==> src/rtl/chunk_collector.sv <==
// chunk_collector: ping-pong input buffer writer.
// Fills one bank while the processor reads the other.
module chunk_collector #(
  parameter int SAMPLE_SIZE      = 24,
  parameter int IO_BUFF_SIZE     = 64,
  parameter int IO_BUFF_PTR_BITS = $clog2(IO_BUFF_SIZE)
) (
  input  logic                        clk,
  input  logic                        rst,
  input  logic                        enable,
  input  logic                        sample_valid,
  input  logic [SAMPLE_SIZE-1:0]      sample_in,
  input  logic                        proc_busy,
  input  logic                        clear_overrun,
  output logic [IO_BUFF_PTR_BITS-1:0] input_buff_ptr,
  output logic                        input_buff_bank,
  output logic [SAMPLE_SIZE-1:0]      input_buff_sample,
  output logic                        input_buff_write_pulse,
  output logic                        chunk_pulse,
  output logic                        read_bank,
  output logic                        overrun,
  output logic [7:0]                  overrun_count
);

  typedef enum logic {
    S_IDLE,
    S_FILL
  } state_t;

  localparam logic [IO_BUFF_PTR_BITS-1:0] LAST_PTR =
    IO_BUFF_PTR_BITS'(IO_BUFF_SIZE - 1);

  state_t                      r_state;
  logic [IO_BUFF_PTR_BITS-1:0] r_wr_ptr;
  logic                        r_wr_bank;
  logic                        r_pend;
  logic                        r_pend_bank;

  logic [IO_BUFF_PTR_BITS-1:0] r_ptr;
  logic                        r_bank;
  logic [SAMPLE_SIZE-1:0]      r_sample;
  logic                        r_wpulse;
  logic                        r_cpulse;
  logic                        r_read_bank;
  logic                        r_overrun;
  logic [7:0]                  r_ovc;

  logic       w_accept;
  logic       w_last;
  logic       w_done;
  logic       w_drop;
  logic [7:0] w_ovc_inc;

  assign w_accept  = (r_state == S_FILL) && enable && sample_valid;
  assign w_last    = w_accept && (r_wr_ptr == LAST_PTR);
  assign w_done    = w_last && !proc_busy;
  assign w_drop    = w_last && proc_busy;
  assign w_ovc_inc = (r_ovc == 8'hFF) ? 8'hFF : r_ovc + 8'd1;

  // Write port, completion pipeline, overrun status and fill FSM.
  always_ff @(posedge clk or posedge rst) begin
    if (rst) begin
      r_state     <= S_IDLE;
      r_wr_ptr    <= '0;
      r_wr_bank   <= 1'b0;
      r_pend      <= 1'b0;
      r_pend_bank <= 1'b0;
      r_ptr       <= '0;
      r_bank      <= 1'b0;
      r_sample    <= '0;
      r_wpulse    <= 1'b0;
      r_cpulse    <= 1'b0;
      r_read_bank <= 1'b1;
      r_overrun   <= 1'b0;
      r_ovc       <= 8'd0;
    end else begin
      r_wpulse <= w_accept;
      r_cpulse <= r_pend;
      r_pend   <= w_done;

      if (r_pend)
        r_read_bank <= r_pend_bank;

      if (w_accept) begin
        r_ptr    <= r_wr_ptr;
        r_bank   <= r_wr_bank;
        r_sample <= sample_in;
      end

      if (w_done) begin
        r_pend_bank <= r_wr_bank;
        r_wr_bank   <= ~r_wr_bank;
      end

      if (w_drop) begin
        r_overrun <= 1'b1;
        r_ovc     <= clear_overrun ? 8'd1 : w_ovc_inc;
      end else if (clear_overrun) begin
        r_overrun <= 1'b0;
        r_ovc     <= 8'd0;
      end

      unique case (r_state)
        S_IDLE: begin
          r_wr_ptr <= '0;
          if (enable)
            r_state <= S_FILL;
        end
        S_FILL: begin
          if (!enable) begin
            r_state  <= S_IDLE;
            r_wr_ptr <= '0;
          end else if (w_accept) begin
            r_wr_ptr <= w_last ? '0 :
              r_wr_ptr + IO_BUFF_PTR_BITS'(1);
          end
        end
        default: begin
          r_state  <= S_IDLE;
          r_wr_ptr <= '0;
        end
      endcase
    end
  end

  assign input_buff_ptr         = r_ptr;
  assign input_buff_bank        = r_bank;
  assign input_buff_sample      = r_sample;
  assign input_buff_write_pulse = r_wpulse;
  assign chunk_pulse            = r_cpulse;
  assign read_bank              = r_read_bank;
  assign overrun                = r_overrun;
  assign overrun_count          = r_ovc;

endmodule

==> config.mk <==
export PLATFORM = sky130hd
export DESIGN_NAME = chunk_collector
export DESIGN_NICKNAME = d
export VERILOG_FILES = /design/src/rtl/chunk_collector.sv
export SDC_FILE = /design/constraint.sdc
export NUM_CORES = 1
export LEC_CHECK = 0
export CORE_ASPECT_RATIO = 1.75
export CORE_MARGIN = 3
export CORE_UTILIZATION = 45
export DETAILED_ROUTE_END_ITERATION = 8
export HOLD_SLACK_MARGIN = 0.12
export PLACE_DENSITY = 0.9
export SLEW_MARGIN = 20
export SYNTH_ARGS = -nofsm -noshare
export SYNTH_HDL_FRONTEND = slang
export SYNTH_SLANG_ARGS = --single-unit
==> constraint.sdc <==
create_clock -name clk -period 5.8 [get_ports clk]
set_input_delay 1.16 -clock clk [delete_from_list [all_inputs] [get_ports clk]]
set_output_delay 1.16 -clock clk [all_outputs]
set_load 0.02 [all_outputs]
==> flow_metrics.env, run 1 <==
export IMPL_status="completed"
export IMPL_setup_worst_path_start_class="primary input"
export IMPL_cp_required_ns=6.02
export IMPL_nFillCells=372
export IMPL_yosysMostFrequentCell="dfrtp_1"
export IMPL_yosys_area_top_type_share_pct=59.43
export IMPL_place_hpwl_mm=3.510
export IMPL_powerDensity_nw_per_um2=262.4
export IMPL_max_freq_mhz=339.5
export IMPL_syn_inst=167
export IMPL_dieArea_um2=5772
export IMPL_cts_tree="yes"
export IMPL_clk_latency_ns=0.31
export IMPL_synthArstFlopShare_pct=100.0
export IMPL_die_h_um=98.28
export IMPL_cp_max_fo=9
export IMPL_worstRegToRegCells=5
export IMPL_finalSetupViolCount=0
export IMPL_cts_hold_buffers=0
export IMPL_finalCritPeriodShare_pct=50.79
export IMPL_drt_pass1_iterations=4
export IMPL_p_leak_nw=1.330
export IMPL_synth_ff_type="dfrtp_1"
export IMPL_rows=33
export IMPL_tightest_slew_ns=0.8898
export IMPL_maxCapViolCount=0
export IMPL_hp_class="reg -> reg"
export IMPL_dp_cells=287
export IMPL_clock_sinks=53
export IMPL_whs_ns=0.4259
export IMPL_crit_type="in -> reg"
export IMPL_root_buffer="clkbuf_8"
export IMPL_hold_violations=0
export IMPL_synth_simple_area_share_pct=12.06
export IMPL_synth_edf_count=0
export IMPL_vias_per_cell=5.647
export IMPL_ir_drop_v=0.0002595
export IMPL_grt_max_degree=54
export IMPL_grt_pass1_wl_mm=7.969
export IMPL_cp_end_kind="flop"
export IMPL_antenna_found_initial=0
export IMPL_yosys_mux_area_fraction_pct=17.89
export IMPL_rsz0062_at_grt="false"
export IMPL_grt_pass1_vias=1717
export IMPL_cts_buffers=5
export IMPL_relSlewSlack_pct=40.68
export IMPL_ant_nets=0
export IMPL_htreeDepth=2
export IMPL_initial_core_util_pct=46.52
export IMPL_netlist_area_um2=2190
export IMPL_avgSynthCellArea_um2=13.11
export IMPL_dp_slack_ns=2.526
export IMPL_post_cts_buffers=0
export IMPL_layout_drive_gt1_share_pct=19.34
export IMPL_finalWorstSetupSlack_ns=2.854
export IMPL_n_antenna_cell=0
export IMPL_yosysTopAreaCell="dfrtp_1"
export IMPL_avgRoutedWirePerCell_um=16.39
export IMPL_final_cell_area_um2=3047
export IMPL_synth_top_family_by_area="multiplexers"
export IMPL_synth_warnings=0
export IMPL_finalWirelength_mm=4.835
export IMPL_cts_resized=0
export IMPL_drt_initial_drc_count=38
export IMPL_place_gp_congestion=0.8074
export IMPL_synth_area_top_cells="dfrtp_1 (59%), mux2_2 (17%), a21oi_1 (1.8%)"
export IMPL_utilization_pct=64.73
export IMPL_io_pins=73
export IMPL_total_power_mw=0.7995
export IMPL_tns_ns=0
export IMPL_instances_no_fill=295
export IMPL_yosysSeqAreaShare_pct=60.63
export IMPL_num_vias=1666
export IMPL_synth_compound_area_share_pct=4.914
export IMPL_nNetsFinal=274
export IMPL_synth_distinct_cells=36
export IMPL_crit_arrival_ns=3.16
export IMPL_slew_violations=0
export IMPL_place_area_um2=2962
export IMPL_syn_nets=199
export IMPL_clk_pin_slew_ns=0.10
export IMPL_fp_coreArea_um2=4707
export IMPL_netlist_top_cells_count="dfrtp_1 (52), mux2_2 (33), a21oi_1 (8), nor2_1 (8), inv_1 (7)"
export IMPL_clock_skew_ns=0.01109
export IMPL_synth_seq_cells=53
export IMPL_clk_path_buf_depth=2
export IMPL_hold_depth=0
export IMPL_grt_ovfl_total=0
export IMPL_synthAdderAreaFrac_pct=1.143
export IMPL_grt_use_total_pct=18.06
export IMPL_die_width_um=58.73
export IMPL_io_buffers=72
export IMPL_period_minus_slack_ns=2.946
export IMPL_synth_xor_area_share_pct=1.200
export IMPL_synthToLayoutAreaGrowth_pct=39.14
export IMPL_drc=0
==> power breakdown <==
group | total [mW] | internal, mW | switching [mW]
Clock | 0.202 | 0.0857 | 0.117
Combinational | 0.179 | 0.0985 | 0.0804
Sequential | 0.418 | 0.403 | 0.0157
Total | 0.800 | 0.587 | 0.213
==> state kept, by name (all words and copies together) (netlist names), 6 cells and up <==
signal,count
overrun_count,8
input_buff_sample,24
r_wr_ptr,6
input_buff_ptr,6
==> layer usage <==
layer	global-route usage (%)	part of all wire (%)	vias to the layer above
met5	0	0	-
met4	8.726	2.5	0
met3	3.175	4.6	11
met1	20.40	37	836
met2	31.52	56	65
li1	-	-	754
==> cell type report <==
type / instances / area [um2] / share of cell area [%]
inverters: 7 / 27.53 / 0.9035
clock inverters: 1 / 7.507 / 0.2464
repair buffers: 73 / 728.2 / 23.90
multi-input cells: 102 / 814.5 / 26.74
flip-flops and latches: 53 / 1328 / 43.57
clock buffers: 7 / 76.32 / 2.505
well taps: 52 / 65.06 / 2.136
==> cells by family (layout without fill, tap and decap cells) <==
kind of cell | count (synthesis) | after routing
XOR/XNOR | 3 | 3
AO/OA/AOI/OAI | 18 | 18
AND/OR/NAND/NOR | 44 | 44
adder cells (fa/ha/maj) | 2 | 2
flip-flops | 53 | 53
multiplexers | 35 | 35
buffers and inverters | 12 | 88
==> path summary, 6_finish.rpt <==
path | start | to | slack [ns]
worst max-delay path | sample_valid | overrun_count[5] | 2.85
worst min-delay path | r_pend | chunk_pulse | 0.43
worst max register to register | r_wr_ptr[0] | overrun_count[5] | 3.69
worst min register to register | r_pend | chunk_pulse | 0.43
max in group asynchronous | rst | input_buff_sample[19] | 3.94
min in group asynchronous | rst | input_buff_sample[1] | 1.33
==> critical path, stage by stage <==
cell,delay (ns)
clkdlybuf4s50_1,0.70
nand2_4,0.12
nor4_1,0.72
o21ai_0,0.19
a211oi_1,0.27
==> cell usage in the layout, fill, tap and decap left out, drive strengths merged, types with 4 or more instances in the layout <==
| master | count |
|---|---|
| o21ai | 4 |
| nand3 | 5 |
| nand4 | 5 |
| clkbuf | 7 |
| inv | 6 |
| nor4 | 4 |
| nor3 | 5 |
| clkdlybuf4s50 | 72 |
| nor2 | 8 |
| mux2 | 33 |
| nand2 | 5 |
| a21oi | 8 |
| dfrtp | 52 |
No activity file was read; power rests on OpenSTA's default activity.
==> run 2: changes to the inputs <==
- CORE_UTILIZATION: 45 -> 41
- PLACE_DENSITY: 0.9 -> 0.87
- clock period: 5.8 -> 2.55 ns (I/O delays scaled with it)
==> flow_metrics.env, run 2 (synthesis results as in run 1) <==
export IMPL_status="completed"
export IMPL_clk_pin_slew_ns=0.09
export IMPL_finalWorstSetupSlack_ns=0.4568
export IMPL_dieArea_um2=6288
export IMPL_synthToLayoutAreaGrowth_pct=41.89
export IMPL_crit_arrival_ns=2.29
export IMPL_die_width_um=61.24
export IMPL_cts_buffers=5
export IMPL_tns_ns=0
export IMPL_final_cell_area_um2=3107
export IMPL_crit_family="simple AND/OR/NAND/NOR gates"
export IMPL_worstReg2RegStart="r_wr_ptr[0]"
export IMPL_dp_slack_ns=0.1535
export IMPL_setup_worst_path_start_class="primary input"
export IMPL_initial_core_util_pct=43.25
export IMPL_finalWirelength_mm=4.706
export IMPL_tightest_slew_ns=0.5946
export IMPL_largest_reg_flops=24
export IMPL_cts_tree="yes"
export IMPL_worstHoldStart="r_pend"
export IMPL_cp_required_ns=2.75
export IMPL_root_buffer="clkbuf_8"
export IMPL_reg2reg_slack_ns=0.47
export IMPL_avgRoutedWirePerCell_um=15.58
export IMPL_place_area_um2=3027
export IMPL_powerDensity_nw_per_um2=584.2
export IMPL_htreeDepth=2
export IMPL_final_common_cell="clkdlybuf4s50_1"
export IMPL_final_cell_mix="clkdlybuf4s50_1 (72), dfrtp_1 (52), mux2_2 (33), nor2_1 (8), a21oi_1 (8)"
export IMPL_cts_hold_buffers=0
export IMPL_hp_class="reg -> reg"
export IMPL_vias_per_cell=5.523
export IMPL_period_minus_slack_ns=2.093
export IMPL_clk_path_buf_depth=2
export IMPL_fp_coreArea_um2=5062
export IMPL_maxCapViolCount=0
export IMPL_grt_pass1_vias=1672
export IMPL_crit_type="in -> reg"
export IMPL_hold_violations=0
export IMPL_nFillCells=406
export IMPL_io_pins=73
export IMPL_grt_ovfl_total=0
export IMPL_slew_violations=0
export IMPL_min_to="chunk_pulse"
export IMPL_multiInputGateArea_um2=814.5
export IMPL_die_h_um=102.7
export IMPL_grt_max_degree=33
export IMPL_max_freq_mhz=477.7
export IMPL_n_antenna_cell=0
export IMPL_ir_drop_v=0.0003798
export IMPL_grt_use_total_pct=16.62
export IMPL_rows=34
export IMPL_drc=0
export IMPL_cp_cell_sequence="clkdlybuf4s50_1, inv_1, or4_4, or4_1, o211a_1"
export IMPL_finalCritPeriodShare_pct=82.09
export IMPL_io_buffers=72
export IMPL_critPathBufInv=2
export IMPL_worstRegToRegCells=5
export IMPL_r2r_end="overrun_count[7]"
export IMPL_finalSetupViolCount=0
export IMPL_relSlewSlack_pct=59.99
export IMPL_layout_drive_gt1_share_pct=20.56
export IMPL_clk_latency_ns=0.30
export IMPL_rsz0062_at_grt="false"
export IMPL_cp_max_fo=5
export IMPL_place_gp_congestion=0.8336
export IMPL_grt_pass1_wl_mm=7.741
export IMPL_clock_skew_ns=0.008517
export IMPL_drt_initial_drc_count=39
export IMPL_drt_pass1_iterations=4
export IMPL_clock_sinks=53
export IMPL_cpPeakStageDelay_ns=0.56
export IMPL_critPathSlowestCell="or4_4"
export IMPL_cts_resized=0
export IMPL_place_hpwl_mm=3.503
export IMPL_ant_nets=0
export IMPL_nNetsFinal=279
export IMPL_final_seq_area_um2=1328
export IMPL_post_cts_buffers=0
export IMPL_num_vias=1668
export IMPL_p_leak_nw=1.367
export IMPL_cp_end_kind="flop"
export IMPL_hold_depth=0
export IMPL_antenna_found_initial=0
-- run 2: power breakdown --
part / switching (mW) / internal (mW)
logic: 0.184 / 0.230
clock network: 0.253 / 0.196
registers: 0.0359 / 0.916
-- run 2: worst max-delay path by stage --
stage,endpoint,start,depth (start not counted)
2_1_floorplan,overrun_count[7],sample_valid,5
3_3_place_gp,overrun_count[7],proc_busy,5
3_5_place_dp,overrun_count[7],proc_busy,5
4_1_cts,overrun_count[7],r_wr_ptr[0],5
5_1_grt,overrun_count[7],r_wr_ptr[0],5
6_report,overrun_count[7],proc_busy,5
-- run 2: cell type report --
cell class / count / share of cell area [%]
Tap cell: 54 / 2.175
Sequential cell: 53 / 42.73
Multi-Input combinational cell: 102 / 26.22
Clock buffer: 8 / 2.578
Inverter: 7 / 0.8458
Timing Repair Buffer: 78 / 25.45
-- run 2: per-stage QoR --
| stage | std cells | power [mW] | hold WS, ns | utilization (%) |
|---|---|---|---|---|
| final | 302 | 1.815 | 0.3901 | 61.37 |
| after global routing | 302 | 1.901 | 0.4008 | 61.37 |
| after CTS | 302 | 1.846 | 0.3944 | 61.37 |
| after detailed placement | 294 | 1.391 | 0.3878 | 59.79 |
| after global placement | 294 | 1.379 | 0.3692 | 59.79 |
| after floorplan | 167 | 1.159 | 0.3618 | - |
-- run 2: routing by layer --
layer / global-route usage [%] / share of wire (%) / wire [um]
met2: 29.36 / 56 / 2617
met4: 8.180 / 2.2 / 104
met3: 3.885 / 6.0 / 281
met1: 17.80 / 36 / 1702
met5: 0 / 0 / 0
==> run 3: changes to the inputs <==
- clock period: 2.55 -> 1.8 ns (I/O delays scaled with it)
==> flow_metrics.env, run 3 (synthesis results as in run 1) <==
export IMPL_status="complete, but fails checks"
export IMPL_violations="negative setup slack"
export IMPL_maxCapViolCount=0
export IMPL_clock_sinks=53
export IMPL_cts_tree="yes"
export IMPL_finalCritPeriodShare_pct=101.5
export IMPL_clk_path_buf_depth=2
export IMPL_cp_max_fo=2
export IMPL_die_h_um=102.7
export IMPL_cts_buffers=5
export IMPL_n_antenna_cell=0
export IMPL_powerDensity_nw_per_um2=794.6
export IMPL_drt_initial_drc_count=39
export IMPL_fp_coreArea_um2=5062
export IMPL_nFillCells=398
export IMPL_dp_cells=313
export IMPL_clk_pin_slew_ns=0.09
export IMPL_layout_drive_gt1_share_pct=28.46
export IMPL_grt_max_degree=33
export IMPL_crit_type="reg -> reg"
export IMPL_drt_pass1_iterations=4
export IMPL_drc=0
export IMPL_dieArea_um2=6288
export IMPL_finalWirelength_mm=4.947
export IMPL_grt_pass1_vias=1774
export IMPL_tightest_slew_ns=0.2851
export IMPL_synthToLayoutAreaGrowth_pct=50.51
export IMPL_clock_skew_ns=0.006918
export IMPL_vias_per_cell=5.308
export IMPL_cts_hold_buffers=0
export IMPL_total_power_mw=2.619
export IMPL_place_area_um2=3182
export IMPL_clk_latency_ns=0.30
export IMPL_io_buffers=72
export IMPL_num_vias=1704
export IMPL_hold_violations=0
export IMPL_slew_violations=0
export IMPL_p_leak_nw=1.545
export IMPL_setup_worst_path_start_class="flop"
export IMPL_largest_reg_flops=24
export IMPL_initial_core_util_pct=43.25
export IMPL_grt_use_total_pct=17.41
export IMPL_max_freq_mhz=547.6
export IMPL_ant_nets=0
export IMPL_finalWorstSetupSlack_ns=-0.02624
export IMPL_instances_no_fill=321
export IMPL_whs_ns=0.3075
export IMPL_antenna_found_initial=0
export IMPL_hp_class="in -> async"
export IMPL_place_gp_congestion=0.9203
export IMPL_final_cell_mix="clkdlybuf4s50_1 (65), dfrtp_1 (52), mux2_2 (33), buf_4 (24)"
export IMPL_rsz0062_at_grt="true"
export IMPL_grt_ovfl_total=0
export IMPL_htreeDepth=2
export IMPL_dp_slack_ns=-0.3745
export IMPL_rows=34
export IMPL_utilization_pct=65.10
export IMPL_die_width_um=61.24
export IMPL_nNetsFinal=299
export IMPL_final_common_cell="clkdlybuf4s50_1"
export IMPL_avgRoutedWirePerCell_um=15.41
export IMPL_cp_required_ns=1.99
export IMPL_tns_ns=-0.02624
export IMPL_period_minus_slack_ns=1.826
export IMPL_final_cell_area_um2=3296
export IMPL_relSlewSlack_pct=80.82
export IMPL_crit_arrival_ns=2.02
export IMPL_grt_pass1_wl_mm=8.245
export IMPL_ir_drop_v=0.0004850
export IMPL_place_hpwl_mm=3.634
export IMPL_io_pins=73
export IMPL_cp_end_kind="flop"
export IMPL_finalSetupViolCount=1
export IMPL_root_buffer="clkbuf_8"
==> run 3: cell count changes in the layout (fill, tap and decap cells not counted), sizes merged <==
cell | previous run | this run
clkdlybuf4s50 | 72 | 65
dlygate4sd2 | 0 | 3
buf | 6 | 26
clkbuf | 8 | 6
dlymetal6s2s | 0 | 4
clkinvlp | 0 | 1
==> run 3: timing repair <==
action | CTS | global route
endpoints found under the setup margin | 3 | 6
resized for setup | 4 | 5
setup buffers | 0 | 1
pin swaps | 0 | 1
==> run 3: final cells by class <==
type / instances / area, um2 / share of cell area [%]
well taps: 54 / 67.56 / 2.050
multi-input cells: 102 / 837.1 / 25.40
flip-flops and latches: 53 / 1328 / 40.28
repair buffers: 98 / 947.2 / 28.74
inverters: 7 / 26.28 / 0.7973
clock buffers: 6 / 82.58 / 2.506
clock inverters: 1 / 7.507 / 0.2278
==> run 3: metal layers <==
| metal | GRT usage (%) | vias up | part of all wire, % |
|---|---|---|---|
| li1 | - | 798 | - |
| met1 | 20.85 | 840 | 39 |
| met4 | 8.180 | 0 | 2.0 |
| met5 | 0 | - | 0 |
| met2 | 29.85 | 59 | 55 |
| met3 | 2.381 | 7 | 4.4 |
==> run 3: final timing paths <==
path	startpoint	endpoint	slack, ns	depth (start not counted)
max	r_wr_ptr[0]	overrun_count[7]	-0.03	5
min	rst	input_buff_sample[20]	0.31	2
max reg2reg	r_wr_ptr[0]	overrun_count[7]	-0.03	5
min reg2reg	r_pend	chunk_pulse	0.40	0
max in group asynchronous	rst	read_bank	0.98	3
min in group clk	r_pend	chunk_pulse	0.40	0
==> run 3: critical path: stages, from the launching register on <==
cell     delay, ns
dfrtp_1       0.40
ha_4          0.17
nand2_4       0.05
or4_4         0.48
or4_4         0.48
o211a_1       0.14
==> run 3: where the power goes <==
part           switching, mW  leakage (nW)  total [mW]  internal, mW
logic                  0.265         0.820       0.599         0.334
clock network          0.369        0.0433       0.674         0.305
registers             0.0479         0.682        1.35          1.30
